## config.mk

```make
export PLATFORM = sky130hd
export DESIGN_NAME = div_sequencer
export DESIGN_NICKNAME = d
export VERILOG_FILES = /design/src/rtl/md_pkg.sv /design/src/rtl/div_restore_step.sv /design/src/rtl/div_sequencer.sv
export SDC_FILE = /design/constraint.sdc
export NUM_CORES = 1
export LEC_CHECK = 0
export ABC_AREA = 1
export BUFFER_PORTS_ARGS = -buffer_cell sky130_fd_sc_hd__buf_2
export CAP_MARGIN = 10
export CORE_ASPECT_RATIO = 2
export CORE_MARGIN = 3
export CORE_UTILIZATION = 30
export CTS_BUF_LIST = sky130_fd_sc_hd__clkbuf_4
export CTS_CLUSTER_DIAMETER = 60
export CTS_CLUSTER_SIZE = 40
export DETAILED_ROUTE_END_ITERATION = 8
export HOLD_SLACK_MARGIN = 0.15
export PLACE_DENSITY = 0.55
export SLEW_MARGIN = 25
export SYNTH_ARGS = -nofsm -noshare
export SYNTH_HDL_FRONTEND = slang
export SYNTH_SLANG_ARGS = --single-unit
export TNS_END_PERCENT = 30
```

## constraint.sdc

```tcl
create_clock -name clk_i -period 5.1 [get_ports clk_i]
set_input_delay 0.255 -clock clk_i [delete_from_list [all_inputs] [get_ports clk_i]]
set_output_delay 0.255 -clock clk_i [all_outputs]
set_load 0.01 [all_outputs]
```

## src/rtl/md_pkg.sv

```systemverilog
// ---------------------------------------------------------------------------
// md_pkg
// Shared types and constants for the RV32M divide sequencer.
//   div_op_e    : funct3[1:0] encoding of DIV / DIVU / REM / REMU
//   div_state_e : sequencer FSM states
//   XLEN_C      : operand/result width
//   CNT_W_C     : iteration counter width
//   DIV0_QUOT   : quotient returned for a divide by zero (all ones)
// ---------------------------------------------------------------------------
package md_pkg;

    localparam int XLEN_C  = 32;
    localparam int CNT_W_C = $clog2(XLEN_C);

    localparam logic [XLEN_C-1:0] DIV0_QUOT = '1;

    typedef enum logic [1:0] {
        DIV  = 2'b00,
        DIVU = 2'b01,
        REM  = 2'b10,
        REMU = 2'b11
    } div_op_e;

    typedef enum logic [1:0] {
        IDLE = 2'b00,
        CALC = 2'b01,
        DONE = 2'b10
    } div_state_e;

endpackage

```

## src/rtl/div_restore_step.sv

```systemverilog
// ---------------------------------------------------------------------------
// div_restore_step
// One combinational iteration of radix-2 restoring division.
// The quotient register initially holds the dividend; each step shifts its
// MSB into the partial remainder and shifts the new quotient bit into its LSB.
//   rem_i     : partial remainder (always < divisor between steps)
//   quot_i    : remaining dividend bits / quotient bits built so far
//   divisor_i : divisor magnitude
//   rem_o     : next partial remainder
//   quot_o    : next quotient register value
// ---------------------------------------------------------------------------
module div_restore_step #(
    parameter int XLEN = 32
) (
    input  logic [XLEN-1:0] rem_i,
    input  logic [XLEN-1:0] quot_i,
    input  logic [XLEN-1:0] divisor_i,
    output logic [XLEN-1:0] rem_o,
    output logic [XLEN-1:0] quot_o
);

    logic [XLEN:0]   shifted;
    logic [XLEN+1:0] diff;
    logic            unused_diff_bit;

    // The shifted remainder can reach 2*divisor-1, so it needs one extra bit;
    // the difference gets a further bit so its MSB is a clean borrow flag.
    always_comb begin
        shifted = {rem_i, quot_i[XLEN-1]};
        diff    = {1'b0, shifted} - {2'b00, divisor_i};
        if (diff[XLEN+1]) begin
            // Borrow: keep the shifted value (restore) and record a 0 bit.
            rem_o  = shifted[XLEN-1:0];
            quot_o = {quot_i[XLEN-2:0], 1'b0};
        end else begin
            rem_o  = diff[XLEN-1:0];
            quot_o = {quot_i[XLEN-2:0], 1'b1};
        end
    end

    // When no borrow occurs the result is below the divisor, so bit XLEN is 0.
    assign unused_diff_bit = diff[XLEN];

endmodule

```

## src/rtl/div_sequencer.sv

```systemverilog
// ---------------------------------------------------------------------------
// div_sequencer
// Multi-cycle RV32M DIV/DIVU/REM/REMU unit for the EX stage. Operands are
// latched as magnitudes on an accepted start, 32 restoring steps run in CALC,
// and DONE applies the sign fix-up / special cases and pulses valid_o.
//
// Ports:
//   clk_i, rst_ni : clock, asynchronous active-low reset
//   start_i       : div/rem op present in EX (sampled only in IDLE)
//   op_i          : 00 DIV, 01 DIVU, 10 REM, 11 REMU
//   dividend_i    : rs1 after forwarding
//   divisor_i     : rs2 after forwarding
//   flush_i       : EX flush; aborts an op in flight
//   stall_o       : hold PC, IF/ID and ID/EX
//   busy_o        : state != IDLE
//   valid_o       : one-cycle result strobe
//   result_o      : quotient or remainder, 0 when valid_o is low
//
// Configuration macro DIV_EARLY_OUT_EN: when defined, divide-by-zero and
// signed overflow go straight from IDLE to DONE (result one cycle after the
// start). Otherwise every op spends the full 32 cycles in CALC and the
// special-case results are selected in DONE.
// ---------------------------------------------------------------------------
module div_sequencer
    import md_pkg::*;
#(
    parameter int XLEN  = XLEN_C,
    parameter int CNT_W = CNT_W_C
) (
    input  logic            clk_i,
    input  logic            rst_ni,
    input  logic            start_i,
    input  logic [1:0]      op_i,
    input  logic [XLEN-1:0] dividend_i,
    input  logic [XLEN-1:0] divisor_i,
    input  logic            flush_i,
    output logic            stall_o,
    output logic            busy_o,
    output logic            valid_o,
    output logic [XLEN-1:0] result_o
);

    localparam logic [XLEN-1:0] MIN_NEG = {1'b1, {(XLEN-1){1'b0}}};

    div_state_e       state_q, state_d;
    logic [CNT_W-1:0] cnt_q, cnt_d;
    logic [XLEN-1:0]  rem_q, rem_d;
    logic [XLEN-1:0]  quot_q, quot_d;
    logic [XLEN-1:0]  divisor_q, divisor_d;
    logic [XLEN-1:0]  dividend_q, dividend_d;
    div_op_e          op_q, op_d;
    logic             neg_quot_q, neg_quot_d;
    logic             neg_rem_q, neg_rem_d;
    logic             div_zero_q, div_zero_d;
    logic             ovf_q, ovf_d;

    logic             accept;
    logic             in_signed;
    logic             a_neg, b_neg;
    logic [XLEN-1:0]  abs_a, abs_b;
    logic             in_div_zero, in_ovf;
    logic [XLEN-1:0]  step_rem, step_quot;
    logic [XLEN-1:0]  quot_fix, rem_fix, result_fix;

    div_restore_step #(.XLEN(XLEN)) u_step (
        .rem_i     (rem_q),
        .quot_i    (quot_q),
        .divisor_i (divisor_q),
        .rem_o     (step_rem),
        .quot_o    (step_quot)
    );

    // Input-side decode: magnitudes and special-case flags for the op in EX.
    // DIV and REM are the signed ops (funct3[0] == 0).
    always_comb begin
        accept      = (state_q == IDLE) && start_i && !flush_i;
        in_signed   = !op_i[0];
        a_neg       = in_signed && dividend_i[XLEN-1];
        b_neg       = in_signed && divisor_i[XLEN-1];
        abs_a       = a_neg ? (~dividend_i + 1'b1) : dividend_i;
        abs_b       = b_neg ? (~divisor_i + 1'b1) : divisor_i;
        in_div_zero = (divisor_i == '0);
        in_ovf      = in_signed && (dividend_i == MIN_NEG) && (divisor_i == '1);
    end

    // Next-state logic. Flush aborts anything in flight; operands on the
    // inputs are ignored outside the accepting IDLE cycle.
    always_comb begin
        state_d    = state_q;
        cnt_d      = cnt_q;
        rem_d      = rem_q;
        quot_d     = quot_q;
        divisor_d  = divisor_q;
        dividend_d = dividend_q;
        op_d       = op_q;
        neg_quot_d = neg_quot_q;
        neg_rem_d  = neg_rem_q;
        div_zero_d = div_zero_q;
        ovf_d      = ovf_q;

        case (state_q)
            IDLE: begin
                if (accept) begin
                    state_d    = CALC;
                    cnt_d      = CNT_W'(XLEN - 1);
                    rem_d      = '0;
                    quot_d     = abs_a;
                    divisor_d  = abs_b;
                    dividend_d = dividend_i;
                    op_d       = div_op_e'(op_i);
                    neg_quot_d = a_neg ^ b_neg;
                    neg_rem_d  = a_neg;
                    div_zero_d = in_div_zero;
                    ovf_d      = in_ovf;
`ifdef DIV_EARLY_OUT_EN
                    if (in_div_zero || in_ovf) begin
                        state_d = DONE;
                    end
`endif
                end
            end
            CALC: begin
                if (flush_i) begin
                    state_d = IDLE;
                end else begin
                    rem_d  = step_rem;
                    quot_d = step_quot;
                    cnt_d  = cnt_q - CNT_W'(1);
                    if (cnt_q == '0) begin
                        state_d = DONE;
                    end
                end
            end
            DONE: begin
                state_d = IDLE;
            end
            default: begin
                state_d = IDLE;
            end
        endcase
    end

    // State and datapath registers; reset clears everything.
    always_ff @(posedge clk_i or negedge rst_ni) begin
        if (!rst_ni) begin
            state_q    <= IDLE;
            cnt_q      <= '0;
            rem_q      <= '0;
            quot_q     <= '0;
            divisor_q  <= '0;
            dividend_q <= '0;
            op_q       <= DIV;
            neg_quot_q <= 1'b0;
            neg_rem_q  <= 1'b0;
            div_zero_q <= 1'b0;
            ovf_q      <= 1'b0;
        end else begin
            state_q    <= state_d;
            cnt_q      <= cnt_d;
            rem_q      <= rem_d;
            quot_q     <= quot_d;
            divisor_q  <= divisor_d;
            dividend_q <= dividend_d;
            op_q       <= op_d;
            neg_quot_q <= neg_quot_d;
            neg_rem_q  <= neg_rem_d;
            div_zero_q <= div_zero_d;
            ovf_q      <= ovf_d;
        end
    end

    // Sign fix-up and special cases. Divide-by-zero returns the original
    // dividend as remainder; overflow returns MIN_NEG / 0. Selecting these
    // explicitly keeps the early-out path independent of the CALC datapath.
    always_comb begin
        quot_fix = neg_quot_q ? (~quot_q + 1'b1) : quot_q;
        rem_fix  = neg_rem_q  ? (~rem_q + 1'b1)  : rem_q;
        case (op_q)
            DIV, DIVU: begin
                if (div_zero_q) begin
                    result_fix = DIV0_QUOT;
                end else if (ovf_q) begin
                    result_fix = MIN_NEG;
                end else begin
                    result_fix = quot_fix;
                end
            end
            default: begin
                if (div_zero_q) begin
                    result_fix = dividend_q;
                end else if (ovf_q) begin
                    result_fix = '0;
                end else begin
                    result_fix = rem_fix;
                end
            end
        endcase
    end

    // stall_o includes the accepting IDLE cycle so the op stays in EX, and
    // drops in DONE so the instruction advances together with its result.
    always_comb begin
        busy_o   = (state_q != IDLE);
        stall_o  = accept || (state_q == CALC);
        valid_o  = (state_q == DONE) && !flush_i;
        result_o = valid_o ? result_fix : '0;
    end

endmodule

```

==> impl_metrics.json <==
{
  "h-tree-depth": 4,
  "syn_to_final_growth_pct": 15.7,
  "period_needed_ns": 3.39,
  "clock.fmax_ghz": 0.295,
  "leakagePower_uw": 0.00800,
  "holdWs_ns": 0.256,
  "via_per_inst": 5.17,
  "overflow": 0,
  "rrSetupSlack_ns": 2.06,
  "syn_nets": 2301,
  "cap_viol_max_count": 0,
  "rows": 107,
  "setup.worst_path.start": "ovf_q$_DFFE_PN0P_",
  "coreArea_um2": 42800,
  "crit_type": "flip-flop to output pin",
  "path_clk_slew_ns": 0.13,
  "r2r_start": "state_q[1]$_DFFE_PN0P_",
  "numCtsBuffers": 17,
  "p_int_uw": 2840,
  "grt_usage_pct": 26.2,
  "finalWeightedCongestion": 1.03,
  "syn-instance-count": 2191,
  "synth_flop_cell": "dfrtp_1",
  "synth.distinct_cells": 49,
  "wl_per_cell_um": 21.1,
  "cts_root_buf": "clkbuf_4",
  "p_switching_uw": 3280,
  "clkSinkCount": 140,
  "synth_edf_count": 0,
  "grt_pass1_wl_mm": 90.7,
  "die_h_um": 301,
  "wl_met2_mm": 31.7,
  "ant_nets": 0,
  "fin_skew_ns": 0.0348,
  "firstDrtPassIters": 7,
  "drtIter0Drc": 906,
  "reg2reg_depth": 12,
  "cp.required_ns": 4.85,
  "cts_resized": 0,
  "seqPwrFrac_pct": 26.6,
  "synthArstFlopShare_pct": 100,
  "syn_area_per_cell_um2": 5.97,
  "layout_worst_path_cycle_share_pct": 66.5,
  "hold_path_class": "input pin to asynchronous set/reset pin",
  "drc": 0,
  "status": "finished clean",
  "drt_wl_total_mm": 60.9,
  "power.density_nw_per_um2": 405,
  "reg2reg_to": "cnt_q[4]$_DFFE_PN0P_",
  "relSlewSlack_pct": 11.3,
  "layout-drive-gt1-share_pct": 8.71,
  "dr.max_layer_used": "met4",
  "grt_pass1_vias": 15191,
  "netlist.area_leader.share_pct": 26.8,
  "fp.dieW_um": 154,
  "combPwrFrac_pct": 60.2,
  "synth.area.top_cells": "dfrtp_1 (27%), nand2_1 (19%), nand3_1 (8.7%), inv_1 (8.5%), o21ai_0 (6.7%)",
  "yosys.area.top_type": "dfrtp_1",
  "crit_path_end_kind": "output pin",
  "nets": 2439,
  "ys_warn_count": 0,
  "yosysSeqAreaShare_pct": 26.8,
  "hold_violations": 0,
  "boundaryPins": 105,
  "grt_max_degree": 93,
  "sw_frac_of_total_pct": 53.6,
  "endpoint": "result_o[3]",
  "cts_buffer_depth": 2,
  "setup_viol": 0,
  "slew_violations": 0,
  "max_slew.worst_pin.slew_ns": 1.32,
  "hpwl_mm": 49.3,
  "cp_max_fo": 11,
  "antenna_found_initial": 1,
  "wl_met1_mm": 19.1,
  "synthesis.area_um2": 13100,
  "io_buffers": 104,
  "fillerInstances": 4861,
  "wl_met3_mm": 1.87,
  "synth-seq-cells": 140,
  "irDropWorstVdd_v": 0.000182,
  "via_count": 14939,
  "worstPathArrival_ns": 3.14,
  "startpoint_type": "flip-flop",
  "pwr-share-clk_pct": 13.2,
  "start_util_pct": 30.5,
  "tns_ns": 0,
  "rsz0062_at_grt": "no",
  "cts_tree": "done",
  "insertion_delay_ns": 0.64,
  "fp.dieArea_um2": 46300
}
[power by group through the flow]
stage	clock network [uW]	registers [uW]	logic, uW
floorplan	0	1540	2530
global placement	0	1630	3590
detailed placement	0	1640	3590
CTS	832	1620	3660
global route	867	1660	4120
finish	809	1630	3680
[metal layers]
layer | up-vias | track usage [%]
li1 | 7346 | -
met1 | 6860 | 22.8
met2 | 517 | 48.7
met3 | 216 | 2.54
met4 | 0 | 28.6
met5 | - | 0
[stage by stage]
stage | worst slack, ns | instances | util [%] | total power (uW) | cell area [um2]
after floorplan | 3.10 | 2191 | - | 4070 | 13100
after global placement | 2.05 | 2780 | 32.8 | 5230 | 14100
after detailed placement | 2.08 | 2780 | 32.8 | 5230 | 14100
after CTS | 1.75 | 2886 | 35.3 | 6110 | 15100
after global routing | 1.62 | 2887 | 35.3 | 6650 | 15100
final | 1.71 | 2887 | 35.3 | 6120 | 15100
[cells in the mapped netlist (all sizes together), types with 2 or more instances]
cell type,instances
a21oi,125
nand3b,8
o21bai,3
inv,305
a21o,2
nor3,24
o21ai,199
ha,39
nand4,43
clkinv,2
clkbuf,41
or2,4
xor2,31
nand3,234
o211ai,11
o21a,2
a31oi,4
buf,35
and2,3
dfrtp,140
nand2,673
nor2,225
o22ai,2
o221ai,3
a22oi,4
xnor2,19
nor4,4
[timing repair]
item,in CTS,in global routing
setup buffers,0,0
hold buffers,75,0
endpoints found under the hold margin,167,0
[state kept, by name (all words and copies together) (netlist names)]
name,flops
dividend_q,32
divisor_q,32
quot_q,32
rem_q,32
cnt_q,5
state_q,2
div_zero_q,1
neg_quot_q,1
neg_rem_q,1
op_q,1
ovf_q,1
[kinds of logic (layout without fill, tap and decap cells)]
family | after synthesis | count (layout) | synth area share, %
xor gates and xnor gates | 50 | 50 | 3.35
other | 0 | 1 | 0
AOI/OAI and AO/OA | 359 | 359 | 14.6
DFF | 140 | 140 | 26.8
buffers and inverters | 383 | 533 | 11.5
and+or+nand+nor | 1219 | 1219 | 39.8
adders and majority gates | 40 | 40 | 3.89
[area by class of cell]
cell class / count / area (um2) / area share [%]
antenna: 1 / 2.50 / 0.0165
clock buffer: 17 / 128 / 0.844
clock inverter: 14 / 168 / 1.11
inverter: 307 / 1150 / 7.63
multi-input combinational: 1668 / 8090 / 53.5
sequential: 140 / 3500 / 23.2
tap: 545 / 682 / 4.51
timing repair buffer: 195 / 1400 / 9.24
[layout by cell type (no fill, tap or decap), drive strengths merged, types with 2 or more instances in the layout]
cell type / instances
a21o: 2
a21oi: 125
a22oi: 4
a31oi: 4
and2: 3
buf: 120
bufinv: 3
clkbuf: 17
clkinv: 8
clkinvlp: 3
dfrtp: 140
dlygate4sd3: 75
ha: 39
inv: 307
nand2: 673
nand3: 234
nand3b: 8
nand4: 43
nor2: 225
nor3: 24
nor4: 4
o211ai: 11
o21a: 2
o21ai: 199
o21bai: 3
o221ai: 3
o22ai: 2
or2: 4
xnor2: 19
xor2: 31
[worst max-delay path, cell delays in order (launching register included)]
cell and delay [ns]:
dfrtp_1 0.62, nor2_1 0.58, inv_1 0.37, o21ai_0 0.44
nand2_1 0.09, a21oi_1 0.23, buf_2 0.18
[how the worst min path moves through the flow]
stage | from | endpoint
4_1_cts | divisor_i[28] | div_zero_q$_DFFE_PN0P_
2_1_floorplan | rst_ni | cnt_q[0]$_DFFE_PN0P_
3_3_place_gp | rst_ni | rem_q[26]$_DFFE_PN0P_
5_1_grt | divisor_i[28] | ovf_q$_DFFE_PN0P_
6_report | rst_ni | rem_q[26]$_DFFE_PN0P_
3_5_place_dp | rst_ni | rem_q[26]$_DFFE_PN0P_
Note: power is estimated with default switching activity, not from simulation.
